### config.mk
export PLATFORM = sky130hd
export DESIGN_NAME = vga_timing_gen_flat
export DESIGN_NICKNAME = d
export VERILOG_FILES = /design/src/rtl/vga_timing_pkg.sv /design/src/rtl/vga_timing_gen_if.sv /design/src/rtl/vga_timing_gen_sync_delay_line.sv /design/src/rtl/vga_timing_gen.sv /design/src/flat_wrapper.sv
export SDC_FILE = /design/constraint.sdc
export NUM_CORES = 1
export LEC_CHECK = 0
export ABC_CLOCK_PERIOD_IN_PS = 2000
export CAP_MARGIN = 20
export CORE_ASPECT_RATIO = 1.2
export CORE_MARGIN = 2
export CORE_UTILIZATION = 47
export DETAILED_ROUTE_END_ITERATION = 8
export PLACE_DENSITY = 0.81
export RECOVER_POWER = 50
export SLEW_MARGIN = 15
export SYNTH_ARGS = -nofsm -noshare
export SYNTH_HDL_FRONTEND = slang
export SYNTH_SLANG_ARGS = --single-unit
### constraint.sdc
create_clock -name vga_clk -period 2 [get_ports vga_clk]
set_input_delay 0.2 -clock vga_clk [delete_from_list [all_inputs] [get_ports vga_clk]]
set_output_delay 0.2 -clock vga_clk [all_outputs]
set_load 0.03 [all_outputs]
### src/rtl/vga_timing_pkg.sv
// VGA 640x480@60 timing constants, coordinate type and sync bundle shared by
// the timing generator, its interface and the sync delay line.
package vga_timing_pkg;

  localparam int unsigned COORD_W   = 10;

  localparam int unsigned H_VISIBLE = 640;
  localparam int unsigned H_FP      = 16;
  localparam int unsigned H_SYNC    = 96;
  localparam int unsigned H_BP      = 48;
  localparam int unsigned H_TOTAL   = H_VISIBLE + H_FP + H_SYNC + H_BP;

  localparam int unsigned V_VISIBLE = 480;
  localparam int unsigned V_FP      = 10;
  localparam int unsigned V_SYNC    = 2;
  localparam int unsigned V_BP      = 33;
  localparam int unsigned V_TOTAL   = V_VISIBLE + V_FP + V_SYNC + V_BP;

  typedef logic [COORD_W-1:0] coord_t;

  // Region boundaries as 10-bit values; *_END bounds are exclusive
  localparam coord_t H_VIS_END    = coord_t'(H_VISIBLE);
  localparam coord_t H_SYNC_BEGIN = coord_t'(H_VISIBLE + H_FP);
  localparam coord_t H_SYNC_END   = coord_t'(H_VISIBLE + H_FP + H_SYNC);
  localparam coord_t H_WRAP       = coord_t'(H_TOTAL);
  localparam coord_t V_VIS_END    = coord_t'(V_VISIBLE);
  localparam coord_t V_SYNC_BEGIN = coord_t'(V_VISIBLE + V_FP);
  localparam coord_t V_SYNC_END   = coord_t'(V_VISIBLE + V_FP + V_SYNC);
  localparam coord_t V_WRAP       = coord_t'(V_TOTAL);

  typedef struct packed {
    logic hs;
    logic vs;
    logic blank;
  } sync_t;

  localparam sync_t SYNC_IDLE = '{hs: 1'b1, vs: 1'b1, blank: 1'b0};

  function automatic logic in_range(coord_t v, coord_t lo, coord_t hi);
    return (v >= lo) && (v < hi);
  endfunction

endpackage

### src/rtl/vga_timing_gen_if.sv
// Raster position, sync and frame/line markers from the timing generator.
interface vga_timing_gen_if
  import vga_timing_pkg::*;
();
  coord_t DrawX;
  coord_t DrawY;
  logic   hs;
  logic   vs;
  logic   blank;
  logic   frame_start;
  logic   line_start;

  modport master (output DrawX, DrawY, hs, vs, blank, frame_start, line_start);
  modport slave  (input  DrawX, DrawY, hs, vs, blank, frame_start, line_start);
endinterface

### src/rtl/vga_timing_gen_sync_delay_line.sv
// Fixed-depth pipeline for the hs/vs/blank bundle; stages reset to idle so the
// outputs stay idle for DEPTH cycles after reset release.
module sync_delay_line
  import vga_timing_pkg::*;
#(
  parameter int unsigned DEPTH = 2
) (
  input  logic  clk,
  input  logic  rst,
  input  sync_t din,
  output sync_t dout
);

  generate
    if (DEPTH == 0) begin : g_bypass
      logic unused_clk_rst;
      assign unused_clk_rst = clk ^ rst;
      assign dout = din;
    end else begin : g_pipe
      sync_t stage [DEPTH];

      always_ff @(posedge clk or posedge rst) begin
        if (rst) begin
          for (int unsigned i = 0; i < DEPTH; i++) stage[i] <= SYNC_IDLE;
        end else begin
          stage[0] <= din;
          for (int unsigned i = 1; i < DEPTH; i++) stage[i] <= stage[i-1];
        end
      end

      assign dout = stage[DEPTH-1];
    end
  endgenerate

endmodule

### src/rtl/vga_timing_gen.sv
// 640x480@60 raster counters with sync/blank decode; sync outputs lag the
// counters by SYNC_DELAY cycles to match a downstream pixel pipeline.
module vga_timing_gen
  import vga_timing_pkg::*;
#(
  parameter int unsigned SYNC_DELAY = 2
) (
  input  logic              vga_clk,
  input  logic              reset,
  vga_timing_gen_if.master  vga
);

  coord_t hc;
  coord_t vc;
  coord_t hc_inc_c;
  coord_t vc_inc_c;
  logic   h_wrap_c;
  logic   v_wrap_c;
  sync_t  raw_c;
  sync_t  sync_d;

  // Increments stay within 10 bits since the wrap values are at most 800
  assign hc_inc_c = hc + coord_t'(1);
  assign vc_inc_c = vc + coord_t'(1);
  assign h_wrap_c = (hc_inc_c == H_WRAP);
  assign v_wrap_c = (vc_inc_c == V_WRAP);

  always_ff @(posedge vga_clk or posedge reset) begin
    if (reset) begin
      hc <= '0;
      vc <= '0;
    end else begin
      hc <= h_wrap_c ? '0 : hc_inc_c;
      if (h_wrap_c) vc <= v_wrap_c ? '0 : vc_inc_c;
    end
  end

  // Blank is gated by reset so the zero-depth path is idle while reset is held
  always_comb begin
    raw_c       = SYNC_IDLE;
    raw_c.hs    = !in_range(hc, H_SYNC_BEGIN, H_SYNC_END);
    raw_c.vs    = !in_range(vc, V_SYNC_BEGIN, V_SYNC_END);
    raw_c.blank = (hc < H_VIS_END) && (vc < V_VIS_END) && !reset;
  end

  sync_delay_line #(
    .DEPTH (SYNC_DELAY)
  ) u_sync_delay (
    .clk  (vga_clk),
    .rst  (reset),
    .din  (raw_c),
    .dout (sync_d)
  );

  assign vga.DrawX       = hc;
  assign vga.DrawY       = vc;
  assign vga.hs          = sync_d.hs;
  assign vga.vs          = sync_d.vs;
  assign vga.blank       = sync_d.blank;
  assign vga.line_start  = !reset && (hc == '0);
  assign vga.frame_start = !reset && (hc == '0) && (vc == '0);

endmodule

### src/flat_wrapper.sv
// flat-port wrapper written by rule: the top's interface ports become plain ports
module vga_timing_gen_flat import vga_timing_pkg::*;
#(
  parameter int unsigned SYNC_DELAY = 2
)
  (vga_clk, reset, vga_DrawX, vga_DrawY, vga_hs, vga_vs, vga_blank, vga_frame_start, vga_line_start);
  vga_timing_gen_if vga_i ();
  input  logic vga_clk;
  input  logic reset;
  output wire logic [$bits(vga_i.DrawX)-1:0] vga_DrawX;
  output wire logic [$bits(vga_i.DrawY)-1:0] vga_DrawY;
  output wire logic [$bits(vga_i.hs)-1:0] vga_hs;
  output wire logic [$bits(vga_i.vs)-1:0] vga_vs;
  output wire logic [$bits(vga_i.blank)-1:0] vga_blank;
  output wire logic [$bits(vga_i.frame_start)-1:0] vga_frame_start;
  output wire logic [$bits(vga_i.line_start)-1:0] vga_line_start;
  assign vga_DrawX = vga_i.DrawX;
  assign vga_DrawY = vga_i.DrawY;
  assign vga_hs = vga_i.hs;
  assign vga_vs = vga_i.vs;
  assign vga_blank = vga_i.blank;
  assign vga_frame_start = vga_i.frame_start;
  assign vga_line_start = vga_i.line_start;
  vga_timing_gen #(.SYNC_DELAY(SYNC_DELAY)) u_core (.vga_clk(vga_clk), .reset(reset), .vga(vga_i));
endmodule
==> run metrics <==
min cycle time layout=2.06 ns; Post-synth top cells=22 x dfrtp_1, 17 x nand2_1, 10 x nor2_1; Overflow after GRT=0; core area=3080 µm²; Synth Flop Type=dfrtp_1; Sequential Area=666 µm²; Post-Syn Instances=156; CP Launch Type=register; count of warnings emitted by yosys=0; post-synth top area share=35.9%; initial core utilization=49.7%; Die Height=66.6 µm; reg2reg start=u_core.vga.DrawX[1]; worst min-delay path category=primary input to async pin; antenna violations before repair=0; Pwr Total=0.921 mW; failing checks=setup timing; vias=1,435; crit path from=u_core.vga.DrawX[1]; top post-synthesis cells by area=dfrtp_1 36%, dfstp_2 6.9%, xor2_1 4.6%; unrepaired setup endpoints after global routing=yes; CP Buf/Inv Count=0; PortBufs=26; peak supply drop=0.486 mV; fin nets=212; Die Wd=56.1 µm; share of cells above drive strength 1=32.8%; leakage power=0.873 nW; status=finished with violations; Synth Area in Compound Gates=12.7%; setup ws final=-0.0619 ns; first-pass GRT wire length=6720 µm; worst stage delay on the critical path=0.47 ns; clock buffer depth=2; n_diodes=0; post-route clock period utilization=103%; largest net degree at the start of global routing=22; mux share of post-synthesis cell area=0%; crit path kind=register to register; post-synthesis simple-gate area fraction=28.0%; CP arrival=2.33 ns; CTS H-Tree Depth=1; Post-DRT Antenna Nets=0; critical path's slowest cell=dfrtp_2; clock buffer count from CTS=3; Detailed Routing Iterations Pass 1=6; Synthesized Nets=163; Critical Path Fanout Max=7; Synth area leader=dfrtp_1; clk_skew=0.0218 ns; detailed placer's ending HPWL=2720 µm; fmax=485 MHz; most frequent CP cell=a211o_1; DR iter-0 viols=123; final RePlAce weighted congestion=0.895; post-route DRC violation count=0; vias in the first global route=1,390; Via-to-Cell Ratio=5.98; sequential area share after synthesis=42.8%; Max Cap Viol=0; Unique masters post-synth=44; clk root buf=clkbuf_4; Ports=27; multi-input logic area=932 µm²; pwr dens=424 nW/µm²; cell area after synthesis=1530 µm²; Die ar.=3740 µm²; Critical Path Sink Type=register; Required @ worst endpoint=2.27 ns; most frequent cell after synthesis=dfrtp_1; hold violation count in the final report=0; # setup viols final=9; # fillers=225; delay-heaviest family, CP=compound AO/OA/AOI/OAI gates; xor and xnor area share after synthesis=7.43%; worst path cell trace=a211o_1, a211o_1, a211oi_4, o21ai_4, nand2b_4, o22ai_2; Post-Syn Area per Cell=9.83 µm²; Layout Area Growth over Synthesis=41.6%; per-cell routed wire length=18.4 µm; # clock sinks=26; ys async rst share=100%; main combinational cell family by area after synthesis=simple AND/OR/NAND/NOR gates; CTS clock-pin slew for the worst setup and hold paths=0.16 ns; Adder-Cell Fraction of Synth Area=4.08%; gr usage total=23.1%; Row Count=22; Worst Setup Slack post-DPL=-0.0400 ns; Max-slew headroom=25.1%; latest clock arrival within the worst-skew pair=0.34 ns; CTS tree=yes; Worst-Margin Slew=1.12 ns; EDFF count, synth=0; Synth Register Bits=26; drt total wl=4410 µm; Slew Limit Fails=0
-- flip-flops by register name, summed over array words and instances, names as in the netlist --
name and cells:
u_core.vga.DrawY 10, u_core.u_sync_delay.dout 3, u_core.u_sync_delay.g_pipe.stage 3, u_core.vga.DrawX 10
-- report_power, final --
group | switching, mW | internal [mW] | leakage [nW]
Clock | 0.171 | 0.203 | 0.0279
Sequential | 0.000463 | 0.528 | 0.321
Combinational | 0.0147 | 0.00402 | 0.524
Total | 0.186 | 0.735 | 0.873
-- per-layer routing --
layer	GRT usage [%]	wire length, µm
met1	28.7	1760
met2	39.1	2270
met3	3.69	293
met4	11.3	87
met5	0	0
-- per-stage QoR --
step,setup TNS (ns),area (µm²),hold WS [ns],cells,utilization (%)
after floorplan,0,1550,0.237,156,-
after global routing,-0.936,2170,0.308,240,70.4
after detailed placement,-0.150,1910,0.343,225,62.1
final,-0.236,2170,0.304,240,70.4
after global placement,0,1910,0.335,225,62.1
after CTS,-0.00159,2110,0.184,236,68.3
-- worst register-to-register path: cells and delay by family, from the launching register on --
family	cells	cell delay (ns)
AO/OA/AOI/OAI	5	1.31
flip-flops	1	0.47
AND/OR/NAND/NOR	1	0.21
-- worst paths after layout --
kind / slack [ns] / end / cells past startpoint
max in group asynchronous: 0.34 / u_core.vga.DrawX[5] / 3
max reg2reg: -0.06 / u_core.vga.DrawY[3] / 6
min in group vga_clk: 0.34 / u_core.u_sync_delay.dout[2] / 0
min reg2reg: 0.34 / u_core.u_sync_delay.dout[2] / 0
max: -0.06 / u_core.vga.DrawY[3] / 6
min: 0.30 / u_core.vga.DrawX[8] / 2
-- layout by cell type (no fill, tap or decap), types with 3 or more instances in the layout --
master | netlist | final
clkdlybuf4s50_1 | 0 | 23
buf_4 | 0 | 23
nand2_1 | 17 | 16
dfrtp_1 | 22 | 14
inv_1 | 9 | 8
xor2_1 | 8 | 8
dfrtp_2 | 0 | 8
nor2_1 | 10 | 7
nand4_1 | 7 | 7
nand3_1 | 6 | 6
xnor2_1 | 5 | 5
dfstp_2 | 4 | 4
and4_1 | 4 | 3
a21boi_0 | 3 | 3
nor2b_1 | 3 | 3
a211o_1 | 3 | 3
o21ai_1 | 1 | 3
and2_1 | 3 | 3
nor2_2 | 0 | 3
ha_1 | 5 | 3
clkbuf_4 | 0 | 3
-- logic make-up (layout without fill, tap and decap cells) --
group,Yosys count,count (layout)
xor+xnor,13,13
flops,26,26
fa+ha+maj,5,5
compound gates,26,27
buf+inv,16,63
simple gates,70,70
-- layout make-up --
cell class	count	share of cell area (%)
clock buffer	3	1.04
clock inverter	1	1.38
inverter	9	1.67
multi-input combinational	115	42.9
sequential	26	30.7
tap	36	2.07
timing repair buffer	50	20.2
-- what timing repair did --
item / CTS / global route
setup buffers: 6 / 4
pin swaps: 6 / 11
endpoints found under the setup margin: 12 / 12
gates cloned: 1 / 0
resized for setup: 15 / 13
hold buffers: 0 / 0
Note: power is estimated with default switching activity, not from simulation.
